==> src/rtl/bdi_packet_compressor.sv <==
// Purpose : packet-level base-delta compressor; one head plus up to MAX_BODY body flits in, head plus surviving compressed bodies out.
// Latency : the head is presented on data_out the cycle after the tail handshake; bodies follow back-to-back.
// Backpr. : in_ready drops for the whole emit phase; the registered output holds stable while out_ready=0.
//
// Ports:
//   clk_in, rst_n              clock (rising edge), asynchronous active-low reset
//   in_valid/in_ready          input handshake; in_is_head/in_is_tail frame the packet on data_in
//   out_valid/out_ready        output handshake; out_is_head/out_is_tail frame the packet on data_out
//   proto_err                  sticky protocol-error flag, cleared only by reset
module bdi_packet_compressor #(
  parameter int FLIT_WIDTH = 128,
  parameter int CHUNK_SIZE = 8,
  parameter int EN_BITS    = 4,
  parameter int MAX_BODY   = 4,
  parameter int META_MSB   = 74,
  parameter int CNT_W      = 3
) (
  input  logic                  clk_in,
  input  logic                  rst_n,
  input  logic                  in_valid,
  output logic                  in_ready,
  input  logic                  in_is_head,
  input  logic                  in_is_tail,
  input  logic [FLIT_WIDTH-1:0] data_in,
  output logic                  out_valid,
  input  logic                  out_ready,
  output logic                  out_is_head,
  output logic                  out_is_tail,
  output logic [FLIT_WIDTH-1:0] data_out,
  output logic                  proto_err
);

  localparam int NUM_CHUNKS = FLIT_WIDTH / CHUNK_SIZE;
  localparam int SLOT_W     = EN_BITS + CHUNK_SIZE;
  localparam int PTR_W      = (MAX_BODY > 1) ? $clog2(MAX_BODY) : 1;
  // Lowest bit of the metadata region (count field plus all slots).
  localparam int META_LSB   = META_MSB - MAX_BODY * SLOT_W + 1;

  typedef enum logic [1:0] {
    IDLE      = 2'd0,
    COLLECT   = 2'd1,
    EMIT_HEAD = 2'd2,
    EMIT_BODY = 2'd3
  } state_t;

  state_t state_q, state_nxt;

  logic [FLIT_WIDTH-1:0] head_q, head_nxt;
  logic [CNT_W-1:0]      k_q, k_nxt;
  logic [FLIT_WIDTH-1:0] buf_mem [MAX_BODY];
  logic [PTR_W-1:0]      wr_ptr, rd_ptr;
  logic [CNT_W-1:0]      buf_cnt, buf_cnt_nxt;

  // Per-flit chunk analysis
  logic [CHUNK_SIZE-1:0] chunk_max, chunk_min, base, range_r;
  logic [EN_BITS-1:0]    en;
  logic [FLIT_WIDTH-1:0] delta_flit, body_store;

  // Input-side decode
  logic acc, acc_head, acc_body, slot_ok, buf_wr, pkt_close, err_set;

  // ---------------------------------------------------------------------------
  // FSM: state register
  // ---------------------------------------------------------------------------
  always_ff @(posedge clk_in or negedge rst_n) begin
    if (!rst_n) begin
      state_q <= IDLE;
    end else begin
      state_q <= state_nxt;
    end
  end

  // FSM: next state and in_ready. out_valid is always 1 in the emit states,
  // so out_ready alone marks an output handshake there.
  always_comb begin
    state_nxt = state_q;
    in_ready  = 1'b0;
    case (state_q)
      IDLE: begin
        in_ready = 1'b1;
        if (in_valid && in_is_head) begin
          state_nxt = in_is_tail ? EMIT_HEAD : COLLECT;
        end
      end
      COLLECT: begin
        in_ready = 1'b1;
        // A stray head inside a packet never closes it, even if tagged tail.
        if (in_valid && !in_is_head && in_is_tail) begin
          state_nxt = EMIT_HEAD;
        end
      end
      EMIT_HEAD: begin
        if (out_ready) begin
          state_nxt = (buf_cnt != '0) ? EMIT_BODY : IDLE;
        end
      end
      EMIT_BODY: begin
        // buf_cnt counts entries not yet loaded onto data_out, so zero here
        // means the flit currently shown is the last one.
        if (out_ready && (buf_cnt == '0)) begin
          state_nxt = IDLE;
        end
      end
      default: state_nxt = IDLE;
    endcase
  end

  // ---------------------------------------------------------------------------
  // Chunk analysis: c1 is the most significant chunk. All arithmetic unsigned.
  // ---------------------------------------------------------------------------
  always_comb begin
    chunk_max  = '0;
    chunk_min  = '1;
    delta_flit = '0;
    for (int i = 0; i < NUM_CHUNKS; i++) begin
      if (data_in[FLIT_WIDTH-1-i*CHUNK_SIZE -: CHUNK_SIZE] > chunk_max) begin
        chunk_max = data_in[FLIT_WIDTH-1-i*CHUNK_SIZE -: CHUNK_SIZE];
      end
      if (data_in[FLIT_WIDTH-1-i*CHUNK_SIZE -: CHUNK_SIZE] < chunk_min) begin
        chunk_min = data_in[FLIT_WIDTH-1-i*CHUNK_SIZE -: CHUNK_SIZE];
      end
    end

    // Midpoint needs one extra bit so the sum cannot overflow before the shift.
    base    = CHUNK_SIZE'(({1'b0, chunk_max} + {1'b0, chunk_min}) >> 1);
    range_r = chunk_max - chunk_min;

    // en is the bit length of the range: position of the highest set bit + 1.
    en = '0;
    for (int b = 0; b < CHUNK_SIZE; b++) begin
      if (range_r[b]) begin
        en = EN_BITS'(b + 1);
      end
    end

    // Deltas wrap modulo 2^CHUNK_SIZE, same chunk order as the input.
    for (int i = 0; i < NUM_CHUNKS; i++) begin
      delta_flit[FLIT_WIDTH-1-i*CHUNK_SIZE -: CHUNK_SIZE] =
        data_in[FLIT_WIDTH-1-i*CHUNK_SIZE -: CHUNK_SIZE] - base;
    end

    // A full-width range gains nothing from deltas: keep the flit raw.
    body_store = (en == EN_BITS'(CHUNK_SIZE)) ? data_in : delta_flit;
  end

  // ---------------------------------------------------------------------------
  // Input decode and head-flit metadata update
  // ---------------------------------------------------------------------------
  always_comb begin
    acc       = in_valid && in_ready;
    acc_head  = acc && in_is_head && (state_q == IDLE);
    acc_body  = acc && !in_is_head && (state_q == COLLECT);
    slot_ok   = (k_q < CNT_W'(MAX_BODY));
    buf_wr    = acc_body && slot_ok && (en != '0);
    pkt_close = (acc_head || acc_body) && in_is_tail;
    // Three error cases: body while idle, head mid-packet, body past capacity.
    err_set   = (acc && (state_q == IDLE) && !in_is_head) ||
                (acc && (state_q == COLLECT) && in_is_head) ||
                (acc_body && !slot_ok);

    k_nxt = k_q;
    if (acc_head) begin
      k_nxt = '0;
    end else if (acc_body && slot_ok) begin
      k_nxt = k_q + CNT_W'(1);
    end

    buf_cnt_nxt = buf_cnt;
    if (acc_head) begin
      buf_cnt_nxt = '0;
    end else if (buf_wr) begin
      buf_cnt_nxt = buf_cnt + CNT_W'(1);
    end

    head_nxt = head_q;
    if (acc_head) begin
      head_nxt = data_in;
      head_nxt[META_MSB+CNT_W:META_LSB] = '0;
    end else if (acc_body && slot_ok) begin
      // Dropped (en=0) flits still record their slot so the base survives.
      for (int s = 0; s < MAX_BODY; s++) begin
        if (k_q == CNT_W'(s)) begin
          head_nxt[META_MSB-s*SLOT_W -: SLOT_W] = {en, base};
        end
      end
    end
    if (pkt_close) begin
      head_nxt[META_MSB+CNT_W -: CNT_W] = k_nxt;
    end
  end

  // ---------------------------------------------------------------------------
  // Datapath: head register, body buffer, registered output stage
  // ---------------------------------------------------------------------------
  always_ff @(posedge clk_in or negedge rst_n) begin
    if (!rst_n) begin
      head_q      <= '0;
      k_q         <= '0;
      wr_ptr      <= '0;
      rd_ptr      <= '0;
      buf_cnt     <= '0;
      for (int i = 0; i < MAX_BODY; i++) begin
        buf_mem[i] <= '0;
      end
      out_valid   <= 1'b0;
      out_is_head <= 1'b0;
      out_is_tail <= 1'b0;
      data_out    <= '0;
      proto_err   <= 1'b0;
    end else begin
      head_q <= head_nxt;
      k_q    <= k_nxt;

      if (err_set) begin
        proto_err <= 1'b1;
      end

      if (acc_head) begin
        wr_ptr  <= '0;
        rd_ptr  <= '0;
        buf_cnt <= '0;
      end else if (buf_wr) begin
        buf_mem[wr_ptr] <= body_store;
        wr_ptr          <= (wr_ptr == PTR_W'(MAX_BODY - 1)) ? '0 : wr_ptr + PTR_W'(1);
        buf_cnt         <= buf_cnt_nxt;
      end

      // Input and output phases never overlap: in_ready is 0 while out_valid=1.
      if (pkt_close) begin
        out_valid   <= 1'b1;
        out_is_head <= 1'b1;
        out_is_tail <= (buf_cnt_nxt == '0);
        data_out    <= head_nxt;
      end else if (out_valid && out_ready) begin
        if (buf_cnt != '0) begin
          data_out    <= buf_mem[rd_ptr];
          out_is_head <= 1'b0;
          out_is_tail <= (buf_cnt == CNT_W'(1));
          rd_ptr      <= (rd_ptr == PTR_W'(MAX_BODY - 1)) ? '0 : rd_ptr + PTR_W'(1);
          buf_cnt     <= buf_cnt - CNT_W'(1);
        end else begin
          out_valid   <= 1'b0;
          out_is_head <= 1'b0;
          out_is_tail <= 1'b0;
        end
      end
    end
  end

endmodule
==> config.mk <==
export PLATFORM = sky130hd
export DESIGN_NAME = bdi_packet_compressor
export DESIGN_NICKNAME = d
export VERILOG_FILES = /design/src/rtl/bdi_packet_compressor.sv
export SDC_FILE = /design/constraint.sdc
export NUM_CORES = 2
export LEC_CHECK = 0
export ABC_AREA = 1
export BUFFER_PORTS_ARGS = -buffer_cell sky130_fd_sc_hd__buf_2
export CAP_MARGIN = 15
export CORE_MARGIN = 2
export CORE_UTILIZATION = 55
export DETAILED_ROUTE_END_ITERATION = 12
export GPL_TIMING_DRIVEN = 0
export PLACE_DENSITY = 0.74
export SETUP_SLACK_MARGIN = 0.02
export SYNTH_ARGS = -nofsm -noshare
export SYNTH_HDL_FRONTEND = slang
export SYNTH_SLANG_ARGS = --single-unit
==> constraint.sdc <==
create_clock -name clk_in -period 5.2 [get_ports clk_in]
set_clock_uncertainty 0.1 [all_clocks]
set_input_delay 0.52 -clock clk_in [delete_from_list [all_inputs] [get_ports clk_in]]
set_output_delay 0.52 -clock clk_in [all_outputs]
set_load 0.02 [all_outputs]
# After elaboration in Yosys (flattened, before gate mapping)
# Cells that the tools add are included.
word_totals:
  output_inout_bits: 133
  input_bits: 134
  elab_cells: 222
  regBits: 784
classes:
  n_lt_le_gt_ge: 36
  mux: 92
  bitwise: 3
  reduce_logical: 38
  addsub: 23
  eq_ne: 15
op_table:
  columns: ["operator", "count"]
  rows:
  - ["2-to-1 mux 128 bit", 7]
  - ["bitwise mux 512 bit", 1]
  - ["binary-select mux 128 bit (select 2 bit)", 1]
  - ["demux 128 bit (select 2 bit)", 1]
  - ["2-to-1 mux 8 bit", 32]
  - ["subtractor 8 bit", 17]
  - ["> comparator 8 bit", 15]
  - ["less-than comparator 8 bit", 15]
  - ["2-to-1 mux 48 bit", 2]
  - ["2-to-1 mux 53 bit", 1]
  - ["2-to-1 mux 12 bit", 4]
  - ["2-to-1 mux 3 bit", 10]
  - ["2-to-1 mux 2 bit", 14]
  - ["2-to-1 mux 4 bit", 7]
  - ["2-to-1 mux 27 bit", 1]
  - ["logical AND 1 bit", 19]
  - ["2-to-1 mux 1 bit", 10]
  - ["!= test 2 bit (second input constant)", 5]
  - ["adder 8 x 8 -> 9 bit", 1]
  - ["logical NOT 3 bit", 3]
  - ["== test 2 bit (second input constant)", 4]
  - ["> comparator 8 x 1 -> 1 bit (second input constant)", 1]
  - ["less-than comparator 8 bit (second input constant)", 1]
  - ["case mux 2 bit (4 select lines)", 1]
  - ["other kinds (21)", 34]

# Logic depth before layout (Yosys ltp)
logic_depth:
  ltp_word: 50
  mapped_depth: 189
  mapped_depth_nobuf: 187

# Worst setup path before layout
# Ideal clock, no wire load.
synth_timing:
  path_type: "in2reg"
  start: "input port data_in[125]"
  end: "register buf_mem[295] (netlist bit)"
  required_time_ns: 4.975
  n_path_buf: 15
  arrival_ns: 22.177
  cell_stages: 126
  setup_time_ns: 0.125
  setup_slack_ns: -17.202
  cell_sequence: "inv_1 > ha_1 > nand2_1 > a21oi_1 > a211oi_1 > nand2_1 > clkbuf_1 > o21ai_0 > ha_1 > a21oi_1 > nor2_1 > a211oi_1 > nand2_1 > clkbuf_1 > o21ai_0 > ha_1 > a21oi_1 > nor2_1 > [... 90 more ...] > nand2_1 > ha_1 > inv_1 > fa_1 > xnor2_1 > inv_1 > ha_1 > nand3_1 > nand2_1 > a21oi_1 > o21bai_1 > nand2_1 > nand2_1 > a21oi_1 > xnor2_1 > nor2_1 > xor2_1 > mux2_2"
synth_via:
  elab_chain_cells: 44
  word_cells_on_any_way: 81
  cone_classes: "add/sub (3); order compare (32); eq/ne (1); mux (42); reduce/logical (3)"
synth_rtl:
  columns: ["item", "line", "rtl"]
  rows:
  - ["start, declared", "24", "input logic [FLIT_WIDTH-1:0] data_in,"]
  - ["> comparator 8 x 1 -> 1 bit or less-than comparator 8 bit (tied branches)", "116, 119", null]
  - ["2-to-1 mux 8 bit (on tied branches)", "116, 119", null]
  - ["> comparator 8 bit or less-than comparator 8 bit (tied branches)", "116, 119", null]
  - ["2-to-1 mux 8 bit (on tied branches)", "116, 119", null]
  - ["> comparator 8 bit or less-than comparator 8 bit (tied branches)", "116, 119", null]
  - ["2-to-1 mux 8 bit (on tied branches)", "116, 119", null]
  - ["> comparator 8 bit or less-than comparator 8 bit (tied branches)", "116, 119", null]
  - ["2-to-1 mux 8 bit (on tied branches)", "116, 119", null]
  - ["[... 22 more ...]", null, null]
  - ["> comparator 8 bit or less-than comparator 8 bit (tied branches)", "116, 119", null]
  - ["2-to-1 mux 8 bit (on tied branches)", "116, 119", null]
  - ["subtractor 8 bit", "126", "range_r = chunk_max - chunk_min;"]
  - ["2-to-1 mux 1 bit", "131", "if (range_r[b]) begin"]
  - ["2-to-1 mux 4 bit (7 in a row)", "131", null]
  - ["== test 4 bit or nonzero test 4 bit (tied branches)", "143, 154", null]
  - ["2-to-1 mux 128 bit or logical AND 1 bit (tied branches)", "143, 154", null]
  - ["bitwise mux 512 bit or AND reduction 2 bit (tied branches)", null, null]
  - ["end signal, assigned by index", "223", "buf_mem[wr_ptr] <= body_store;"]
  - ["end, declared", "50", "logic [FLIT_WIDTH-1:0] buf_mem [MAX_BODY];"]
# Parallel ways exist; a longest one is shown, timed or not.
# A chain may end at the register's enable or synchronous reset.

# Final worst setup path
layout_timing:
  start: "input port data_in[127]"
  end: "register buf_mem[151] (netlist bit)"
# The elaborated chain is that of the path after synthesis.

==> run summary <==
The flow ran to the end, but the final reports show violations. The final reports fail on negative setup slack. The violation count after the first detailed-routing iteration is 5921. At the worst endpoint, the required time is 5670 ps. The clock input transition at the sequential cells of the worst setup and hold paths is 60 ps, and the fraction of final layout cells with drive strength greater than 1 is 32.8%.

Using the TritonRoute via totals, the vias-per-cell ratio works out to 6.44. For the clock network latency to the later pin of the worst-skew pair, the log shows 670 ps. Sorting the synthesized cells by area gives the leading types as sky130_fd_sc_hd__dfrtp_1, sky130_fd_sc_hd__nand2_1, sky130_fd_sc_hd__o21ai_0, sky130_fd_sc_hd__ha_1, sky130_fd_sc_hd__mux2_2. The synthesized design contains 781 register bits. From left edge to right edge, the die measures 298 µm. Max-cap violations in this run came to 0. The final hold violation count is 0, and the distinct cell type count after synthesis is 42. CTS saw 781 sinks.

At the end of routability-driven placement, the weighted congestion stood at 0.953. For the met3 usage in global routing, the log shows 12.1%. The remaining global-route overflow was 0; the global-route wire length before repair was 280000 µm. The chip height works out to 298 µm.

In this run the tightest slew margin relative to its limit is 8.26%. Setup repair after global routing could not meet its margin everywhere. The count of nets left with antenna violations once routing finished came out at 0. The achievable clock frequency came out at 46.2 MHz. The tools report the maximum count of clock buffers along a single path as 3. The worst hold path belongs to the class in -> reg. Cell area after technology mapping: 47500 µm². Sequential cells were found to cover 41.2% of the synthesized design area. 267 I/O pins were placed.

The logs give 3 for the H-tree depth and 45600 for the via count of the first global-routing pass. For this run, asynchronously set or reset flops after synthesis account for 100%. After detailed routing, the average wire length per cell comes to 26.5 µm. The first TritonRoute pass finished after 7 iterations. Maximum cell stage delay along the critical path: 410 ps. In the global route stage, met2 resource usage came out at 61.5%.

The remaining design rule violation count is 0. The worst register-to-register path ends at data_out[124]$_DFFE_PN0P_. Detailed routing inserted a total of 49000 vias. After floorplanning, the core was divided into 107 placement rows. For the final setup violation count, the log shows 620.

The number of warnings issued by yosys is 0. The logs give 14 for the initial antenna violation count and 5698 for the number of instances in the synthesized netlist. The tools report the placed cell count as 7132. The average instance in the mapped netlist occupies 8.33 µm². The run gives 0 as the total count of max-transition violations in the final report. The main flop type after synthesis was sky130_fd_sc_hd__dfrtp_1. The routed design has 202000 µm of wire. The signal arrival time at the worst endpoint came out at 22100 ps. At the end of the flow, the number of nets in the layout was 6891.

The worst setup path is launched from a primary input. The largest individual stage delay along the critical path comes from the cell sky130_fd_sc_hd__fa_2. The most common cell type on the critical path was sky130_fd_sc_hd__nand2_4. For the pin with the worst max-slew slack, the measured transition is 1380 ps. Buffers placed on the I/O ports in this run total 266. The core area was 85300 µm²; the final critical-path share of the clock period was 416%. Entering global routing, the biggest net connects 117 pins. The logs give 55.6% for the effective utilization at floorplan and 53.3% for the met1 capacity usage during global routing. The beginning of the critical path was data_in[127].

The startpoint identified for the worst register-to-register timing path is state_q[1]$_DFFE_PN0P_. From synthesis to final layout, the design area changed by 33.9%. Layer carrying the most global-route usage: met2.

Global routing used 41.6% of the available tracks across all layers. The library cell occupying the most area in the post-synthesis netlist was sky130_fd_sc_hd__dfrtp_1. When the netlist entered floorplanning its net count stood at 6193.

TritonCTS created 82 clock buffers. The worst setup path is of the in -> reg kind. The post-layout minimum cycle time was 21630 ps; the final instance count without filler cells was 7611.

The die covers 88600 µm². The tools report the kind of capture point of the worst setup path as a register. In this run the worst setup path terminates at buf_mem[151]$_DFFE_PN0P_.

The setup slack of the worst register-to-register path came out at -100 ps. Along the worst path, the maximum fanout reaches 8. The synthesized design devotes to its leading area cell type 41.2% of total area. The HPWL reported at the end of detailed placement was 130000 µm; the number of cells on the worst reg-to-reg path was 11. The count of flip-flops with a built-in enable after synthesis came out at 0. TritonCTS built the clock tree. In this run the clock root is driven by a sky130_fd_sc_hd__clkbuf_16. The final worst setup slack was -16430 ps. Cell depth of the worst hold path: 3.
## metal layers
layer / share of wire [%] / up-vias
met5: 0.049 / -
li1: - / 20600
met4: 8.8 / 16
met3: 14 / 1056
met1: 35 / 23700
met2: 42 / 3615
## kinds of logic (layout without fill, tap and decap cells)
logic type / count (synthesis) / after routing / share of synthesized area, %
compound gates: 1464 / 1464 / 16.6
xor+xnor: 104 / 104 / 1.92
fa+ha+maj: 361 / 361 / 9.80
buf+inv: 775 / 1540 / 6.24
flops: 781 / 781 / 41.2
mux: 336 / 336 / 7.97
other cells: 0 / 3 / 0
simple gates: 1877 / 1878 / 16.3
## state kept, by name, indices dropped and copies added (netlist names)
name and count:
buf_cnt 3, buf_mem 512, data_out 128, head_q 125, k_q 3, out_is_head 1, out_is_tail 1, out_valid 1
proto_err 1, rd_ptr 2, state_q 2, wr_ptr 2
## stage by stage
stage                     util, %  setup TNS, ps  setup slack [ps]  cell area, µm²  hold WS (ps)
after floorplan                 -       -9013450            -15190           48100           124
after global placement       59.6              -            -22200           50800           350
after detailed placement     60.3              -            -21160           51400           357
after CTS                    70.1       -9088540            -15070           59800          93.2
after global routing         74.5              -            -17230           63500           111
final                        74.5       -9892010            -16430           63600          94.8
## area by class of cell
type	instances	area, µm²
Antenna cell	3	7.51
Buffer	292	2360
Clock buffer	121	2470
Clock inverter	31	362
Fill cell	5567	21700
Inverter	481	1850
Multi-Input combinational cell	4143	30400
Sequential cell	781	19500
Tap cell	1144	1430
Timing Repair Buffer	615	5090
## critical path, delay by kind of cell
kind	cells	cell delay (ps)
xor+xnor	3	610
fa+ha+maj	18	4950
simple gates	71	7360
compound gates	32	5150
buf+inv	28	3430
## worst min-delay path by stage
stage | to | start
finish | head_q[119]$_DFF_PN0_ | data_in[119]
global route | head_q[119]$_DFF_PN0_ | data_in[119]
CTS | out_valid$_DFFE_PN0P_ | out_ready
detailed placement | head_q[95]$_DFF_PN0_ | head_q[95]$_DFF_PN0_
global placement | head_q[105]$_DFF_PN0_ | head_q[105]$_DFF_PN0_
floorplan | buf_cnt[0]$_DFF_PN0_ | rst_n
## layout by cell type (no fill, tap or decap), types with 17 or more instances in the layout
master	count
sky130_fd_sc_hd__o21ai_1	89
sky130_fd_sc_hd__a21oi_2	85
sky130_fd_sc_hd__clkbuf_2	27
sky130_fd_sc_hd__buf_16	24
sky130_fd_sc_hd__nand3_2	20
sky130_fd_sc_hd__a21oi_4	18
sky130_fd_sc_hd__mux2_2	292
sky130_fd_sc_hd__buf_6	43
sky130_fd_sc_hd__nand2_4	55
sky130_fd_sc_hd__nor2_2	37
sky130_fd_sc_hd__buf_8	25
sky130_fd_sc_hd__clkbuf_4	22
sky130_fd_sc_hd__dfrtp_1	781
sky130_fd_sc_hd__o21bai_1	23
sky130_fd_sc_hd__buf_12	28
sky130_fd_sc_hd__nand3_1	206
sky130_fd_sc_hd__xor2_1	26
sky130_fd_sc_hd__ha_1	189
sky130_fd_sc_hd__buf_4	259
sky130_fd_sc_hd__xor2_2	19
sky130_fd_sc_hd__nand2_1	1131
sky130_fd_sc_hd__o21ai_4	72
sky130_fd_sc_hd__o21ai_0	622
sky130_fd_sc_hd__clkbuf_16	114
sky130_fd_sc_hd__buf_1	20
sky130_fd_sc_hd__nor2_1	171
sky130_fd_sc_hd__clkbuf_8	56
sky130_fd_sc_hd__nand2_2	184
sky130_fd_sc_hd__inv_1	438
sky130_fd_sc_hd__xnor2_1	51
sky130_fd_sc_hd__a21oi_1	302
sky130_fd_sc_hd__buf_2	256
sky130_fd_sc_hd__a221o_1	60
sky130_fd_sc_hd__nand3b_1	17
sky130_fd_sc_hd__mux2_4	44
sky130_fd_sc_hd__o21ai_2	105
sky130_fd_sc_hd__inv_2	30
sky130_fd_sc_hd__ha_4	145
sky130_fd_sc_hd__clkbuf_1	152
sky130_fd_sc_hd__a211oi_2	24
## cell usage after synthesis, types with 27 or more instances
cell	number
sky130_fd_sc_hd__nand2_1	1325
sky130_fd_sc_hd__o21ai_0	877
sky130_fd_sc_hd__dfrtp_1	781
sky130_fd_sc_hd__inv_1	464
sky130_fd_sc_hd__a21oi_1	405
sky130_fd_sc_hd__ha_1	343
sky130_fd_sc_hd__mux2_2	336
sky130_fd_sc_hd__clkbuf_1	252
sky130_fd_sc_hd__nand3_1	223
sky130_fd_sc_hd__nor2_1	213
sky130_fd_sc_hd__a221o_1	60
sky130_fd_sc_hd__xnor2_1	56
sky130_fd_sc_hd__xor2_1	48
sky130_fd_sc_hd__nand2_2	40
sky130_fd_sc_hd__a211oi_1	30
sky130_fd_sc_hd__o21bai_1	29
sky130_fd_sc_hd__buf_1	27
## timing repair
item                       4_1_cts  5_1_grt
hold buffers                     1        0
resized for setup              882      669
hold endpoints to repair        87        0
buffers inserted               175      107
pin swaps                      256      329
setup endpoints to repair      614      614
gates cloned                    38        6
Power is not shown: default switching activity piles up to over one toggle a cycle in this logic, so the estimate is an artifact.
